===== config.mk =====
export PLATFORM = sky130hd
export DESIGN_NAME = accumulate_complex
export DESIGN_NICKNAME = d
export VERILOG_FILES = /design/src/rtl/accumulate_complex_pkg.sv /design/src/rtl/accumulate_complex.sv
export SDC_FILE = /design/constraint.sdc
export NUM_CORES = 1
export LEC_CHECK = 0
export CAP_MARGIN = 20
export CORE_MARGIN = 2
export CORE_UTILIZATION = 59
export DETAILED_ROUTE_END_ITERATION = 16
export PLACE_DENSITY = 0.86
export SYNTH_ARGS = -nofsm -noshare
export SYNTH_HDL_FRONTEND = slang
export SYNTH_SLANG_ARGS = --single-unit

===== constraint.sdc =====
create_clock -name clk -period 5.3 [get_ports clk]
set_input_delay 0.53 -clock clk [delete_from_list [all_inputs] [get_ports clk]]
set_output_delay 0.53 -clock clk [all_outputs]
set_load 0.03 [all_outputs]

===== src/rtl/accumulate_complex_pkg.sv =====
// Shared constants and packing helpers for the complex accumulate stage.
// Packed complex words carry the real part in the upper half and the imaginary part in the
// lower half, both two's complement.
package accumulate_complex_pkg;

    localparam int unsigned LOG_N_MIN = 1;
    localparam int unsigned LOG_N_MAX = 8;

    // Width of one component of a packed complex word.
    function automatic int unsigned half_width(input int unsigned width);
        return width / 2;
    endfunction

    function automatic int unsigned re_msb(input int unsigned width);
        return width - 1;
    endfunction

    function automatic int unsigned re_lsb(input int unsigned width);
        return width / 2;
    endfunction

    function automatic int unsigned im_msb(input int unsigned width);
        return width / 2 - 1;
    endfunction

    function automatic bit log_n_legal(input int unsigned log_n);
        return (log_n >= LOG_N_MIN) && (log_n <= LOG_N_MAX);
    endfunction

endpackage


===== src/rtl/accumulate_complex.sv =====
// Complex integrate-and-dump: sums blocks of 2^LOG_N complex samples and emits their
// floor-rounded average, together with the metadata of the first sample of each block.
// A sticky error flags any sample whose metadata differs from its block's first sample.
module accumulate_complex
    import accumulate_complex_pkg::*;
#(
    parameter int unsigned WIDTH  = 32,
    parameter int unsigned MWIDTH = 1,
    parameter int unsigned LOG_N  = 2
) (
    input  logic              clk,
    input  logic              rst_n,
    input  logic [WIDTH-1:0]  in_data,
    input  logic              in_nd,
    input  logic [MWIDTH-1:0] in_m,
    output logic [WIDTH-1:0]  out_data,
    output logic              out_nd,
    output logic [MWIDTH-1:0] out_m,
    output logic              error
);

    localparam int unsigned HW     = half_width(WIDTH);
    localparam int unsigned AW     = HW + LOG_N;
    localparam int unsigned RE_MSB = re_msb(WIDTH);
    localparam int unsigned RE_LSB = re_lsb(WIDTH);
    localparam int unsigned IM_MSB = im_msb(WIDTH);

    if (!log_n_legal(LOG_N) || (WIDTH % 2 != 0)) begin : g_bad_param
        $error("accumulate_complex: LOG_N must be 1..8 and WIDTH even");
    end

    logic [LOG_N-1:0]        cnt;
    logic signed [AW-1:0]    acc_re;
    logic signed [AW-1:0]    acc_im;
    logic [MWIDTH-1:0]       m_hold;

    logic signed [AW-1:0]    smp_re;
    logic signed [AW-1:0]    smp_im;
    logic signed [AW-1:0]    sum_re;
    logic signed [AW-1:0]    sum_im;
    logic                    first;
    logic                    last;

    // Sign-extend the incoming components and form the running sums.
    always_comb begin
        smp_re = {{LOG_N{in_data[RE_MSB]}}, in_data[RE_MSB:RE_LSB]};
        smp_im = {{LOG_N{in_data[IM_MSB]}}, in_data[IM_MSB:0]};
        sum_re = acc_re + smp_re;
        sum_im = acc_im + smp_im;
        first  = (cnt == '0);
        last   = &cnt;
    end

    // Block state: the first sample reloads the accumulators so back-to-back blocks never mix.
    always_ff @(posedge clk or negedge rst_n) begin
        if (!rst_n) begin
            cnt    <= '0;
            acc_re <= '0;
            acc_im <= '0;
            m_hold <= '0;
        end else if (in_nd) begin
            cnt <= cnt + LOG_N'(1);
            if (first) begin
                acc_re <= smp_re;
                acc_im <= smp_im;
                m_hold <= in_m;
            end else begin
                acc_re <= sum_re;
                acc_im <= sum_im;
            end
        end
    end

    // Dump the averaged block on the last sample; the slice above LOG_N is the arithmetic shift.
    always_ff @(posedge clk or negedge rst_n) begin
        if (!rst_n) begin
            out_data <= '0;
            out_nd   <= 1'b0;
            out_m    <= '0;
        end else begin
            out_nd <= in_nd && last;
            if (in_nd && last) begin
                out_data <= {sum_re[AW-1:LOG_N], sum_im[AW-1:LOG_N]};
                out_m    <= m_hold;
            end
        end
    end

    // Sticky metadata-mismatch flag; cleared only by reset.
    always_ff @(posedge clk or negedge rst_n) begin
        if (!rst_n) begin
            error <= 1'b0;
        end else if (in_nd && !first && (in_m != m_hold)) begin
            error <= 1'b1;
        end
    end

endmodule


==> results of run 1 <==
[how the worst max path moves through the flow]
stage,start,end,cells past startpoint
after floorplan,in_data[24],acc_re[16],8
after global placement,in_data[16],acc_re[14],11
after detailed placement,in_data[16],acc_re[14],11
after CTS,in_data[16],acc_re[14],11
after global routing,in_data[16],acc_re[14],11
final,in_data[16],acc_re[14],11
[routing by layer]
layer  track usage [%]  share of wire, %  vias to the layer above
met2              45.7                50                      122
li1                  -                 -                     1939
met3              5.32               5.2                       22
met4              7.97               1.8                        0
met1              33.1                43                     1881
met5                 0                 0                        -
[kinds of logic after synthesis]
kind of cell	synth area share [%]
buf+inv	3.74
compound gates	20.3
fa+ha+maj	10.4
xor+xnor	6.31
flops	39.3
mux	6.58
simple gates	13.4
[sequential cells by signal, summed over array words and instances (netlist names)]
signal and cells:
acc_im 18, acc_re 18, cnt 2, error 1, m_hold 1, out_data 32
out_m 1, out_nd 1
[area by class of cell]
type	count	area, um2	share of cell area, %
repair buffers	73	728	12.7
multi-input cells	388	2690	47.0
well taps	102	128	2.23
flip-flops and latches	74	1850	32.3
inverters	24	90.1	1.57
clock inverters	3	68.8	1.20
clock buffers	13	169	2.95
[power by group]
part | total (mW) | switching, mW | internal [mW]
logic | 2.35 | 1.32 | 1.03
clock network | 0.521 | 0.215 | 0.306
registers | 1.01 | 0.168 | 0.841
total | 3.88 | 1.70 | 2.18
[Yosys cell counts (5+ instances only)]
library cell,count
a211oi_1,5
a21o_1,11
a21oi_1,48
a31oi_1,8
clkbuf_1,15
dfrtp_1,74
ha_1,36
inv_1,24
mux2_2,16
mux2i_1,13
nand2_1,37
nand3_1,11
nor2_1,45
nor2b_1,9
o211ai_1,5
o21a_1,7
o21ai_0,41
o21bai_1,5
or3_1,6
xnor2_1,20
xor2_1,14
[stage by stage]
stage | cells | power [mW] | utilization (%) | cell area [um2]
after floorplan | 508 | 2.68 | - | 4720
after global placement | 660 | 3.21 | 70.8 | 5470
after detailed placement | 660 | 3.32 | 70.8 | 5470
after CTS | 676 | 3.86 | 73.9 | 5710
after global routing | 677 | 4.19 | 74.1 | 5730
final | 677 | 3.88 | 74.1 | 5730
[cell usage in the layout, fill, tap and decap left out, types with 2 or more instances in the layout]
cell and instances:
a2111oi_0 2, a211oi_1 5, a21o_1 11, a21oi_1 48
a31oi_1 8, and3_1 4, buf_4 3, bufinv_16 2
clkbuf_8 12, clkdlybuf4s50_1 68, dfrtp_1 74, fa_1 2
ha_1 35, inv_1 24, mux2_2 16, mux2i_1 13
nand2_1 37, nand2b_1 3, nand3_1 11, nand4_1 2
nor2_1 45, nor2b_1 9, nor3_1 3, o2111ai_1 2
o211ai_1 5, o21a_1 7, o21ai_0 41, o21bai_1 5
o221ai_1 4, o31a_1 2, o31ai_1 3, or3_1 6
xnor2_1 20, xor2_1 14
[worst register-to-register path, cell delays in order, from the launching register on]
cell and delay [ns]:
dfrtp_1 0.39, ha_1 0.19, inv_1 0.07, fa_1 0.19, nor2b_1 0.08, o31ai_1 0.34, a21oi_1 0.20, a311o_1 0.41
o22a_2 0.26, and3_1 0.18, or3_1 0.36
==> results.ini, run 1 <==
[routing]
dr.pass1.iters=5
ant_nets=0
postRouteWirelength_mm=10.9
drc=0
vias=3964
drt_iter0_drc=154
vias_per_cell=5.86
post_drt_wl_per_cell_um=16.0

[sta]
worstMarginPinSlew_ns=0.924
slew_headroom_pct=38.4
setup_viol=0
hold_viol_final=0
timing.final.crit_share_pct=57.7
whs_ns=0.301
worst_slack_ns=2.24
slew_viol_final=0
max_freq_ghz=0.327
rsz0062_at_grt=false
fin_setup_tns_ns=0
finalClockSkew_ns=0.00771
period_needed_ns=3.06

[yosys]
synth_seq_cells=74
synth_top_area_cell=dfrtp_1
synth_edf_count=0
syn_area_per_cell_um2=9.29
ys_async_sr_fraction_pct=100
synth_cells=508
yosys-top-cells-area=dfrtp_1 (39%), ha_1 (9.5%), a21oi_1 (5.1%)
synth_ff_type=dfrtp_1
yosysUniqueCellTypes=57
ys_warn_count=0
syn_area_um2=4720
yosysSeqAreaShare_pct=39.3
synth_top_area_share_pct=39.3
synth_fp_nets=582

[cells_and_area]
nets=644
diodes=0
drive_above_1_share_pct=7.48
fillers=560
layout-area-overhead-vs-synth_pct=21.4

[place]
gp_congestion=0.908
place_hpwl_mm=7.56
preCtsSetupSlack_ns=1.92
portBuffers=70

[worst_hold_path]
hp-class=in2async

[setup_path]
path_max_fanout=3
crit_chain=clkdlybuf4s50_1, ha_1, inv_1, fa_1, nor2b_1, o31ai_1, a21oi_1, a311o_1, a31oi_1, and4b_1, or3_1
reg2reg_slack_ns=2.50
start_kind=input port
end_kind=flop
critPathArrivalTime_ns=3.30
rr_endpoint=acc_re[16]
worstSetupPathType=in2reg
required_ns=5.54
slowest_delay_ns=0.49
critPathBufInv=2
reg2regPathDepth=10
path_delay_family=compound AO/OA/AOI/OAI gates
cpMaxStageDelayCell=clkdlybuf4s50_1
reg2reg_from=acc_re[0]

[global_routing]
grt_overflow=0
grt_max_degree=75
antenna_found_initial=0
grt_pass1_vias=3971
grt_pass1_wl_mm=18.4
grtUsageTotal_pct=26.3

[clocking]
max-clock-path-buffers=2
clock_latency_ns=0.36
clock_sinks=74
htree_levels=3
cts_tree=built
clk_pin_slew_ns=0.08
numCtsBuffers=9
ctsRootBufferMaster=clkbuf_8
postCtsSetupBuffers=0
cts_resized=0
cts_hold_buf=0

[floorplanning]
die_y_um=93.4
die_w_um=93.4
start_util_pct=61.0
core_area_um2=7730
io_pins=71
rows=32
dieArea_um2=8730

[outcome]
run_status=complete, no violations

[power_and_ir_drop]
power_density_nw_per_um2=677
leakage_nw=2.54
vdd_drop_max_v=0.000319

[flow_run]
max_cap_viol_count=0

Note: power is estimated with default switching activity, not from simulation.
==> run 2: changes to the inputs <==
CORE_UTILIZATION = 50   (was 59)
PLACE_DENSITY = 0.78   (was 0.86)
clock period = 2.7 ns   (was 5.3 ns; I/O delays follow)
==> run 2 against run 1 <==
Against the previous run: sequential power grew 95%; register-to-register slack lost 2.3 ns; final cell count grew 6.1%; sequential cell count is the same; core utilization shrank 9.5 points; critical path type unchanged; critical endpoint is now acc_re[16]; largest cell class unchanged.
==> results.ini, run 2 (synthesis results as in run 1) <==
[sta]
max_freq_ghz=0.395
timing.final.crit_share_pct=93.8
slew_headroom_pct=36.8
slew_viol_final=0
setup_viol=0
fin_setup_tns_ns=0
hold_viol_final=0
worstMarginPinSlew_ns=0.948
rsz0062_at_grt=false
finalClockSkew_ns=0.0127
period_needed_ns=2.53

[clocking]
clk_pin_slew_ns=0.08
clock_latency_ns=0.35
clock_sinks=74
numCtsBuffers=9
cts_hold_buf=0
cts_tree=built
htree_levels=3
ctsRootBufferMaster=clkbuf_8
max-clock-path-buffers=2

[cells_and_area]
diodes=0
multi_input_area_um2=2710
nets=676
drive_above_1_share_pct=12.9
top_register=out_data
fillers=774
largest_register_ffs=32
final_common_cell=dfrtp_1
layout-area-overhead-vs-synth_pct=25.9
mostFrequentLayoutCells=dfrtp_1 (74), clkdlybuf4s50_1 (68), a21oi_1 (45), nor2_1 (45), o21ai_0 (40)
top_regs=out_data x32, acc_im x18, acc_re x18
seqCellArea_um2=1850

[setup_path]
crit_chain=clkdlybuf4s50_1, ha_1, or2_1, a21oi_1, a21oi_2, a311o_1, o22a_2, and3_1, or3_1
start_kind=input port
path_delay_family=compound AO/OA/AOI/OAI gates
critPathArrivalTime_ns=2.76
cpMaxStageDelayCell=clkdlybuf4s50_1
path_max_fanout=3
worstSetupPathType=in2reg
end_kind=flop
required_ns=2.93
critPathBufInv=1
slowest_delay_ns=0.43

[routing]
drt_iter0_drc=165
postRouteWirelength_mm=11.1
drc=0
ant_nets=0
dr.pass1.iters=4
vias=4046
post_drt_wl_per_cell_um=15.5
vias_per_cell=5.64

[global_routing]
grt_overflow=0
antenna_found_initial=0
grt_max_degree=75
grt_pass1_vias=4106
grtUsageTotal_pct=22.5
grt_pass1_wl_mm=18.6

[outcome]
run_status=complete, no violations

[power_and_ir_drop]
power.total_mw=7.78
leakage_nw=2.67
vdd_drop_max_v=0.000721
power_density_nw_per_um2=1310

[floorplanning]
dieArea_um2=10200
start_util_pct=51.3
core_area_um2=9200
rows=35
die_w_um=101
io_pins=71
die_y_um=101

[place]
portBuffers=70
gp_congestion=0.890
place_hpwl_mm=8.05

[worst_hold_path]
hp-class=in2async

[flow_run]
max_cap_viol_count=0

run 2: path summary, 6_finish.rpt:
path / start / to / slack [ns] / depth (start not counted)
setup / recovery: in_data[21] / acc_re[16] / 0.17 / 9
hold / removal: rst_n / out_data[29] / 0.07 / 1
setup reg to reg: acc_re[5] / acc_re[16] / 0.17 / 8
hold reg to reg: error / error / 0.47 / 1
max in group asynchronous: rst_n / acc_im[7] / 2.02 / 1
min in group clk: in_nd / cnt[1] / 0.42 / 3
run 2: cell type report:
cell class | instances | share of cell area, %
multi-input cells | 388 | 45.6
well taps | 111 | 2.34
flip-flops and latches | 74 | 31.2
repair buffers | 105 | 16.1
inverters | 24 | 1.52
clock buffers | 12 | 2.44
clock inverters | 4 | 0.864
run 2: worst reg2reg max path, delay by kind of cell, from the launching register on:
family,cells,cell delay (ns)
AOI/OAI and AO/OA,4,0.93
and+or+nand+nor,3,0.78
adders and majority gates,1,0.32
DFF,1,0.39
run 2: where the power goes:
part	switching, mW	internal (mW)
Clock	0.434	0.454
Combinational	2.64	2.28
Sequential	0.315	1.65
Total	3.39	4.39
run 2: per-layer routing:
metal  vias to the layer above  wire length [um]  track usage (%)
li1                       2011                 -                -
met1                      1931              4940             29.4
met2                        87              5550             38.3
met3                        17               390             3.93
met4                         0               221             7.07
met5                         -                 0                0
run 2: timing repair:
item | CTS | global route
endpoints found under the setup margin | 0 | 9
setup buffers | 0 | 0
gates resized for setup | 0 | 5
run 2: stage by stage:
stage | area [um2] | utilization [%] | setup WS (ns) | hold WS, ns | instances
floorplan | 4720 | - | 0.268 | -0.0256 | 508
global placement | 5730 | 62.3 | -0.186 | 0.438 | 702
detailed placement | 5730 | 62.3 | -0.263 | 0.463 | 702
CTS | 5920 | 64.4 | 0.0500 | 0.116 | 718
global route | 5940 | 64.6 | 0.0142 | 0.161 | 718
finish | 5940 | 64.6 | 0.168 | 0.0698 | 718
